<file path="config.mk">
export PLATFORM = sky130hd
export DESIGN_NAME = sub_16_bit_seq
export DESIGN_NICKNAME = d
export VERILOG_FILES = /design/src/rtl/sub_16_bit_seq.sv
export SDC_FILE = /design/constraint.sdc
export NUM_CORES = 1
export LEC_CHECK = 0
export CORE_AREA = 2 2 87 89
export CTS_BUF_LIST = sky130_fd_sc_hd__clkbuf_16
export CTS_CLUSTER_DIAMETER = 40
export CTS_CLUSTER_SIZE = 12
export DETAILED_ROUTE_END_ITERATION = 12
export DIE_AREA = 0 0 89 91
export PLACE_DENSITY = 0.69
export SYNTH_ARGS = -nofsm -noshare
export SYNTH_HDL_FRONTEND = slang
export SYNTH_SLANG_ARGS = --single-unit
</file>
<file path="constraint.sdc">
create_clock -name clk -period 6.2 [get_ports clk]
set_input_delay 1.55 -clock clk [delete_from_list [all_inputs] [get_ports clk]]
set_output_delay 1.55 -clock clk [all_outputs]
set_load 0.01 [all_outputs]
</file>
<file path="src/rtl/sub_16_bit_seq.sv">
// Sequential 16-bit subtractor: d = a - b - b_in computed as a + ~b + ~b_in,
// one 4-bit slice per clock, with start/busy/done handshake and result flags.
module sub_16_bit_seq (
  input  logic        clk,
  input  logic        rst,
  input  logic        start,
  input  logic [15:0] a,
  input  logic [15:0] b,
  input  logic        b_in,
  output logic [15:0] d,
  output logic        b_out,
  output logic        ovf,
  output logic        zero,
  output logic        neg,
  output logic        busy,
  output logic        done
);

  typedef enum logic [0:0] {
    IDLE = 1'b0,
    CALC = 1'b1
  } state_t;

  state_t      state_r;
  state_t      next_state_s;
  logic [15:0] a_r;
  logic [15:0] b_r;
  logic [15:0] d_r;
  logic [1:0]  k_r;
  logic        c_r;
  logic        load_s;
  logic        step_s;
  logic        finish_s;
  logic [3:0]  slice_a_s;
  logic [3:0]  slice_b_s;
  logic [4:0]  sum_s;
  logic [15:0] result_s;

  // State register
  always_ff @(posedge clk or posedge rst) begin
    if (rst) begin
      state_r <= IDLE;
    end else begin
      state_r <= next_state_s;
    end
  end

  // Next-state logic: CALC lasts exactly four slice edges
  always_comb begin
    next_state_s = state_r;
    case (state_r)
      IDLE: begin
        if (start) next_state_s = CALC;
        else       next_state_s = IDLE;
      end
      CALC: begin
        if (k_r == 2'd3) next_state_s = IDLE;
        else             next_state_s = CALC;
      end
      default: next_state_s = IDLE;
    endcase
  end

  // Control decode; start is only looked at while idle
  always_comb begin
    load_s   = 1'b0;
    step_s   = 1'b0;
    finish_s = 1'b0;
    case (state_r)
      IDLE: begin
        load_s = start;
      end
      CALC: begin
        step_s   = 1'b1;
        finish_s = (k_r == 2'd3);
      end
      default: begin
        load_s = 1'b0;
      end
    endcase
  end

  // Current slice sum; the final slice is merged with the shadow for the full result
  always_comb begin
    slice_a_s = a_r[{k_r, 2'b00} +: 4];
    slice_b_s = ~b_r[{k_r, 2'b00} +: 4];
    sum_s     = {1'b0, slice_a_s} + {1'b0, slice_b_s} + {4'b0000, c_r};
    result_s  = d_r;
    result_s[15:12] = sum_s[3:0];
  end

  // Operand capture, slice counter, carry chain and shadow difference
  always_ff @(posedge clk or posedge rst) begin
    if (rst) begin
      a_r <= 16'h0000;
      b_r <= 16'h0000;
      d_r <= 16'h0000;
      k_r <= 2'd0;
      c_r <= 1'b0;
    end else if (load_s) begin
      a_r <= a;
      b_r <= b;
      d_r <= 16'h0000;
      k_r <= 2'd0;
      c_r <= ~b_in;
    end else if (step_s) begin
      d_r[{k_r, 2'b00} +: 4] <= sum_s[3:0];
      c_r <= sum_s[4];
      k_r <= k_r + 2'd1;
    end
  end

  // Visible results and handshake; results change only on the completion edge
  always_ff @(posedge clk or posedge rst) begin
    if (rst) begin
      d     <= 16'h0000;
      b_out <= 1'b0;
      ovf   <= 1'b0;
      zero  <= 1'b0;
      neg   <= 1'b0;
      busy  <= 1'b0;
      done  <= 1'b0;
    end else begin
      busy <= (next_state_s == CALC);
      done <= finish_s;
      if (finish_s) begin
        d     <= result_s;
        b_out <= ~sum_s[4];
        ovf   <= (a_r[15] ^ b_r[15]) & (result_s[15] ^ a_r[15]);
        zero  <= (result_s == 16'h0000);
        neg   <= result_s[15];
      end
    end
  end

endmodule

</file>
==> Yosys cells after proc, flatten, opt, wreduce, memory -nomap -nowiden <==
Index checks and enable logic that the tools add are counted.
{ "word_totals": {"input_bits": 36, "ff_bits": 73, "wordCells": 43, "output_inout_bits": 22} }
{ "classes": {"shifts": 4, "muxes": 13, "bitwise": 7, "n_addsub": 4, "n_reduce_logical": 2, "eq_ne": 1} }
{ "op_table": {"columns": ["operator", "n"], "rows": [
  ["$mux 16", 2],
  ["$shiftx 16x5->4", 2],
  ["$bwmux 16", 1],
  ["$logic_not 16->1", 1],
  ["$shift 4x6->16 const A", 1],
  ["$shiftx 4x6->16", 1],
  ["$mux 1", 7],
  ["$neg 4->6", 1],
  ["$add 4x4->5", 1],
  ["$add 5x1->5", 1],
  ["$mux 2", 2],
  ["$not 4->4", 1],
  ["$not 1->1", 3],
  ["$add 2x1->2 const B", 1],
  ["$eq 2x2->1 const B", 1],
  ["$pmux 1 s2", 1],
  ["$reduce_bool 2->1", 1],
  ["$xor 1x1->1", 2],
  ["$and 1x1->1", 1]
]} }

==> Logic depth before layout (Yosys ltp) <==
Gate-level depths: netlist of the first run.
{ "logic_depth": {"word_depth": 8, "depth_mapped": 9, "mapped_depth_nobuf": 8} }

==> Least setup slack after synthesis of the first run <==
Ideal clock, no wire load.
{ "synth_timing": {"path_kind": "register -> register", "start": "register k_r[0]", "end": "register zero", "path_buffers": 1, "slack_ps": 3590, "path_stages_with_launch": 9, "arrival_time_ps": 2506, "required_time_ps": 6096, "synth_period_minus_slack_ps": 2610, "setup_ps": 104, "path_cell_list": "dfrtp_1 buf_6 mux4_2 fa_1 inv_1 fa_1 nor4_1 nand4_1 o41ai_2"} }
{ "synth_via": {"elab_chain_len": 5, "elab_cells_between_ends": 8} }
{ "synth_lines": {"columns": ["element", "line", "source"], "rows": [
  ["start, declared", "29", "logic [1:0] k_r;"],
  ["start signal, assigned", "109", "k_r <= k_r + 2'd1;"],
  ["$shiftx 16x5->4", "86", "slice_b_s = ~b_r[{k_r, 2'b00} +: 4];"],
  ["$not 4->4", "86", null],
  ["$add 4x4->5 (*)", "87", "sum_s = {1'b0, slice_a_s} + {1'b0, slice_b_s} + {4'b0000, c_r};"],
  ["$add 5x1->5 (*)", "87", null],
  ["via sum_s[1]", "36", "logic [4:0] sum_s;"],
  ["$logic_not 16->1 (*)", "130", "zero <= (result_s == 16'h0000);"],
  ["end signal, assigned", "130", null],
  ["end, declared", "13", "output logic zero,"]
]} }
Mark *: on every way through the listed nets, which the timed path passes. The rest lies on a longest branch.
A chain may end at the register's enable or synchronous reset.

==> Worst setup path in the final report of the first run <==
{ "layout_timing": {"start": "register busy", "end": "output busy"} }
{ "layout_lines": {"columns": ["element", "line", "source"], "rows": [
  ["start, declared", "15", "output logic busy,"],
  ["start signal, assigned", "124", "busy <= (next_state_s == CALC);"]
]} }
No word-level cell between the ends.

==> results of run 1 <==
==> metrics by stage <==
step                      setup slack, ns  total power, W   util
after floorplan                      2.94         0.00154      -
after global placement               3.11         0.00185  0.527
after detailed placement             3.09         0.00188  0.527
after CTS                            3.06         0.00232  0.562
after global routing                 2.93         0.00247  0.562
final                                3.07         0.00230  0.562
==> cell usage in the layout (no fill, tap or decap), types with 3 or more instances in the layout <==
master,instances
ha_1,7
clkinv_1,3
inv_1,14
nor4_1,3
clkdlybuf4s50_1,57
nor2_1,8
mux4_2,6
mux2_4,9
dfrtp_1,68
a22o_1,6
o21ai_0,5
clkbuf_16,9
nand2_1,105
a32o_1,3
mux2_2,7
==> layer usage <==
metal,share of wire,track usage
met1,0.46,0.224
met2,0.48,0.270
met3,0.041,0.0327
met4,0.025,0.0796
met5,0,0
==> cell families after synthesis <==
| group | after synthesis | synth area share |
|---|---|---|
| flops | 68 | 0.544 |
| compound gates | 25 | 0.0648 |
| simple gates | 128 | 0.171 |
| mux | 24 | 0.128 |
| buf+inv | 25 | 0.0432 |
| xor+xnor | 2 | 0.00800 |
| fa+ha+maj | 9 | 0.0408 |
==> cell type report <==
cell class              count  area [um^2]  share of cell area
clock inverters             7         27.5             0.00686
multi-input cells         188         1300               0.323
flip-flops and latches     68         1700               0.424
repair buffers             59          586               0.146
well taps                  99          124              0.0309
inverters                  13         51.3              0.0128
clock buffers               9          225              0.0561
==> power groups by stage <==
stage | registers, W | logic (W) | clock network, W
3_5_place_dp | 0.000804 | 0.00108 | 0
6_report | 0.000791 | 0.00108 | 0.000432
4_1_cts | 0.000796 | 0.00108 | 0.000439
2_1_floorplan | 0.000753 | 0.000788 | 0
3_3_place_gp | 0.000794 | 0.00105 | 0
5_1_grt | 0.000822 | 0.00119 | 0.000457
==> worst min-delay path by stage <==
stage	from	to	slack, ns	cells after the start
after global routing	a_r[4]	a_r[4]	0.49	2
after detailed placement	a_r[11]	a_r[11]	0.46	2
final	b_r[11]	b_r[11]	0.47	2
after floorplan	a_r[7]	a_r[7]	0.44	2
after CTS	a_r[11]	a_r[11]	0.47	2
after global placement	b_r[9]	b_r[9]	0.45	2
==> state kept, by name, summed over array words and instances, names as in the netlist <==
name / flops
a_r: 16
b_out: 1
b_r: 16
busy: 1
c_r: 1
d: 16
d_r: 12
done: 1
k_r: 2
ovf: 1
zero: 1
==> tightest hold or removal path, stage by stage, from the launching register on <==
cell	delay, ns
dfrtp_1	0.33
nand2_1	0.05
nand2_1	0.05
==> run_results.csv, run 1 <==
group,metric,value,unit
outcome,status,"finished, final reports clean",
worst_setup_path,cp.depth,1,
power_and_ir_drop,pwr-share-seq,0.344,
worst_setup_path,critPathMaxFanout,11,
grt,antenna_found_initial,0,
die,die_x,89,um
worst_setup_path,critical_path_class,"reg2out",
layout,layout-drive-gt1-share,0.142,
layout,final_nets,384,
cts,clkTransAtPathRegs,0.05,ns
drt,dr.pass1.iters,4,
cts,clk_latency,0.32,ns
layout,finalInstanceArea,0.00401,mm^2
synth,synth_edf_count,0,
die,pin_count,58,
synth,syn_avg_cell_area,11.1,um^2
synth,synthCells,281,
worst_setup_path,cp_data_required_time,4.65,ns
synth,ys_warn_count,0,
power_and_ir_drop,cellLeakagePower,1.95,nW
run,maxCapViolations,0,
worst_setup_path,rr_worst_depth,7,
drt,routed-via-count,2137,
grt,grt_pass1_wl,10600,um
sta,maxClockFrequency,320,MHz
synth,async_flop_share,1.00,
worst_setup_path,crit_path_end_kind,"output port",
synth,synth_flop_cell,"dfrtp_1",
synth,ys_ff_latch,68,
synth,ys_types,38,
synth,netlist.area_leader.share,0.544,
grt,grt_start_max_net_pins,69,
cts,clockBufferDepth,2,
placed_design,place_congestion,0.803,
placed_design,hpwl,4320,um
synth,yosysTopAreaCell,"dfrtp_1",
die,num_rows,31,
drt,via_per_inst,4.82,
worst_setup_path,slowest_delay,0.63,ns
worst_setup_path,crit_path_start,"busy",
sta,min_period_over_period,0.505,
drt,routedWlPerCell,14.0,um
cts,root_buffer,"clkbuf_16",
power_and_ir_drop,swShare,0.391,
worst_setup_path,reg2reg_from,"k_r[0]",
worst_setup_path,crit_slowest_cell,"dfrtp_1",
sta,rsz0062_at_grt,"no",
synth,netlist_area,0.00313,mm^2
drt,drc_errors,0,
worst_setup_path,path_cells,"clkdlybuf4s50_1",
drt,drtIter0Drc,77,
placed_design,numPortBuffers,57,
cts,cts_resized,0,
power_and_ir_drop,power_density,573,mW/mm^2
power_and_ir_drop,p_comb_frac,0.468,
synth,yosysMostFrequentCell,"nand2_1",
grt,grt.overflow.total,0,
cts,cts_max_level,3,
die,die_h,91,um
sta,finalSetupViolCount,0,
cts,tritoncts,"yes",
sta,hold_ws,0.469,ns
sta,relSlewSlack,0.444,
die,start_util,0.439,
sta,hold_violations,0,
worst_setup_path,cp-endpoint,"busy",
sta,finalSetupTns,0,ns
power_and_ir_drop,p_clk_frac,0.188,
layout,num_antenna_cells,0,
synth,yosysSeqAreaShare,0.544,
placed_design,place_area,0.00376,mm^2
die,die_area,0.00810,mm^2
layout,n_fill_cell,626,
drt,ant_nets,0,
cts,cts_inserted_buffers,9,
die,core_area,0.00714,mm^2
worst_setup_path,r2r_end,"zero",
power_and_ir_drop,cellInternalPower,0.00140,W
power_and_ir_drop,power_switching,0.000898,W
sta,fin_skew,0.00368,ns
worst_setup_path,r2r_slack,3.19,ns
layout,fin_cells,443,
cts,hold_buffers,0,
synth,ys_top_cells_by_count,"nand2_1 (105), dfrtp_1 (68), inv_1 (12), mux2_4 (9), nor2_1 (8)",
sta,slew_violations,0,
drt,drt-total-wl,6220,um
power_and_ir_drop,vdd_drop_max,0.330,mV
synth,syn-num-nets,326,
cts,postCtsSetupBuffers,0,
worst_setup_path,critPathBufInv,1,
worst_setup_path,crit_arrival,1.58,ns
grt,grtUsageTotal,0.170,
synth,netlist_top_cells_area,"dfrtp_1 (54%), nand2_1 (13%), mux2_4 (4.3%)",
layout,syn_to_final_growth,28.1,%
worst_setup_path,cp-start-kind,"register",
worst_hold_path,hold_class,"reg2reg",
grt,grt_pass1_vias,2188,
worst_setup_path,crit_family,"flip-flops",
sta,tightest_slew,0.834,ns
sta,period_needed,3.13,ns
placed_design,placedCellCount,427,
cts,cts_num_sinks,68,
Note: power is estimated with default switching activity, not from simulation.
==> run 2, diff against run 1 <==
==> constraint.sdc (replaced) <==
create_clock -name clk -period 2.9 [get_ports clk]
set_input_delay 0.725 -clock clk [delete_from_list [all_inputs] [get_ports clk]]
set_output_delay 0.725 -clock clk [all_outputs]
set_load 0.01 [all_outputs]
==> run_results.csv, run 2 (same netlist as run 1, synthesis figures left out) <==
group,metric,value,unit
outcome,status,"finished, final reports clean",
layout,syn_to_final_growth,30.3,%
sta,period_needed,2.70,ns
cts,clockBufferDepth,2,
die,die_area,0.00810,mm^2
sta,fin_skew,0.00738,ns
placed_design,numPortBuffers,57,
die,start_util,0.439,
sta,relSlewSlack,0.655,
cts,cts_num_sinks,68,
die,core_area,0.00714,mm^2
worst_setup_path,reg2reg_from,"k_r[0]",
die,num_rows,31,
worst_hold_path,hp-start,"a_r[14]",
cts,clk_latency,0.34,ns
sta,finalSetupViolCount,0,
worst_hold_path,hold_end,"a_r[14]",
placed_design,placedCellCount,430,
drt,dr.pass1.iters,4,
worst_setup_path,critPathMaxFanout,6,
worst_setup_path,r2r_slack,0.20,ns
drt,routed-via-count,2145,
cts,root_buffer,"clkbuf_16",
sta,tightest_slew,0.515,ns
sta,maxClockFrequency,371,MHz
grt,grt_pass1_wl,10600,um
die,pin_count,58,
run,maxCapViolations,0,
worst_hold_path,hold_path_depth,2,
sta,rsz0062_at_grt,"no",
grt,grt_pass1_vias,2236,
drt,via_per_inst,4.81,
cts,cts_inserted_buffers,9,
worst_setup_path,cp_data_required_time,3.12,ns
layout,num_antenna_cells,0,
worst_setup_path,cp-start-kind,"register",
drt,routedWlPerCell,14.1,um
worst_hold_path,hold_class,"reg2reg",
grt,grt_start_max_net_pins,69,
layout,layout-drive-gt1-share,0.161,
drt,ant_nets,0,
layout,final_common_cell,"nand2_1",
cts,cts_max_level,3,
sta,hold_violations,0,
power_and_ir_drop,vdd_drop_max,0.482,mV
power_and_ir_drop,power_density,1230,mW/mm^2
placed_design,hpwl,4510,um
sta,min_period_over_period,0.931,
layout,finalInstanceArea,0.00408,mm^2
grt,grt.overflow.total,0,
drt,drtIter0Drc,65,
drt,drc_errors,0,
grt,antenna_found_initial,0,
die,die_x,89,um
placed_design,place_congestion,0.803,
die,die_h,91,um
worst_setup_path,r2r_end,"zero",
cts,clkTransAtPathRegs,0.05,ns
layout,final_cell_mix,"nand2_1 (105), dfrtp_1 (67), clkdlybuf4s50_1 (57)",
cts,tritoncts,"yes",
worst_setup_path,critical_path_class,"reg2reg",
layout,final_nets,387,
layout,top_regs,"a_r (16), b_r (16), d (16)",
sta,slew_violations,0,
grt,grtUsageTotal,0.175,
power_and_ir_drop,cellLeakagePower,1.97,nW
drt,drt-total-wl,6280,um
worst_setup_path,crit_path_end_kind,"register",
layout,fin_cells,446,
placed_design,place_area,0.00379,mm^2
sta,finalSetupTns,0,ns
worst_setup_path,rr_worst_depth,7,
worst_setup_path,crit_arrival,2.92,ns
## run 2: cell count changes in the layout (fill, tap and decap cells not counted)
| cell | change |
|---|---|
| buf_4 | +2 |
| buf_12 | +1 |
| bufinv_16 | +1 |
| dfrtp_1 | -1 |
| clkinv_1 | -1 |
| clkinvlp_4 | +1 |
| clkinv_2 | +1 |
| inv_1 | -2 |
| dfrtp_2 | +1 |
## run 2: worst max path at each step
stage | start | to | slack (ns)
detailed placement | k_r[0] | zero | 0.19
floorplan | k_r[0] | zero | 0.29
global placement | k_r[0] | zero | 0.29
CTS | k_r[0] | zero | 0.1
finish | k_r[0] | zero | 0.20
global route | k_r[0] | zero | 0.07
## run 2: critical path, cell delays in order (launching register included)
cell     delay (ns)
dfrtp_2        0.46
mux4_2         0.54
fa_1           0.40
inv_1          0.08
fa_1           0.49
nor4_1         0.22
nand4_1        0.15
o41ai_2        0.25
## run 2: layout make-up
| class | instances | area, um^2 |
|---|---|---|
| Clock buffer | 9 | 225 |
| Clock inverter | 7 | 58.8 |
| Fill cell | 631 | 3060 |
| Inverter | 13 | 51.3 |
| Multi-Input combinational cell | 188 | 1300 |
| Sequential cell | 68 | 1700 |
| Tap cell | 99 | 124 |
| Timing Repair Buffer | 62 | 621 |
## run 2: per-stage QoR
step	utilization	setup WS (ns)	total power (W)	hold WS, ns
3_3_place_gp	0.532	0.295	0.00395	0.452
6_report	0.572	0.201	0.00503	0.474
3_5_place_dp	0.532	0.189	0.00404	0.458
2_1_floorplan	-	0.290	0.00329	0.437
5_1_grt	0.572	0.0680	0.00541	0.500
4_1_cts	0.571	0.0964	0.00509	0.472
## run 2: what timing repair did
item / in CTS / in global routing
gates resized for setup: 0 / 1
buffers inserted: 0 / 0
hold buffers: 0 / 0
setup endpoints to repair: 0 / 1
## run 2: power by group
part / leakage, nW / total (W) / internal [W] / switching [W]
sequential: 0.873 / 0.00166 / 0.00136 / 0.000301
combinational: 0.955 / 0.00233 / 0.00111 / 0.00123
clock: 0.141 / 0.00103 / 0.000652 / 0.000382
## run 2: per-layer routing
| metal | global-route usage | wire [um] | share of wire | vias to the layer above |
|---|---|---|---|---|
| met3 | 0.0509 | 302 | 0.048 | 12 |
| met1 | 0.220 | 2830 | 0.45 | 1018 |
| met2 | 0.276 | 3030 | 0.48 | 57 |
| li1 | - | - | - | 1058 |
| met4 | 0.0784 | 112 | 0.018 | 0 |
| met5 | 0 | 0 | 0 | - |
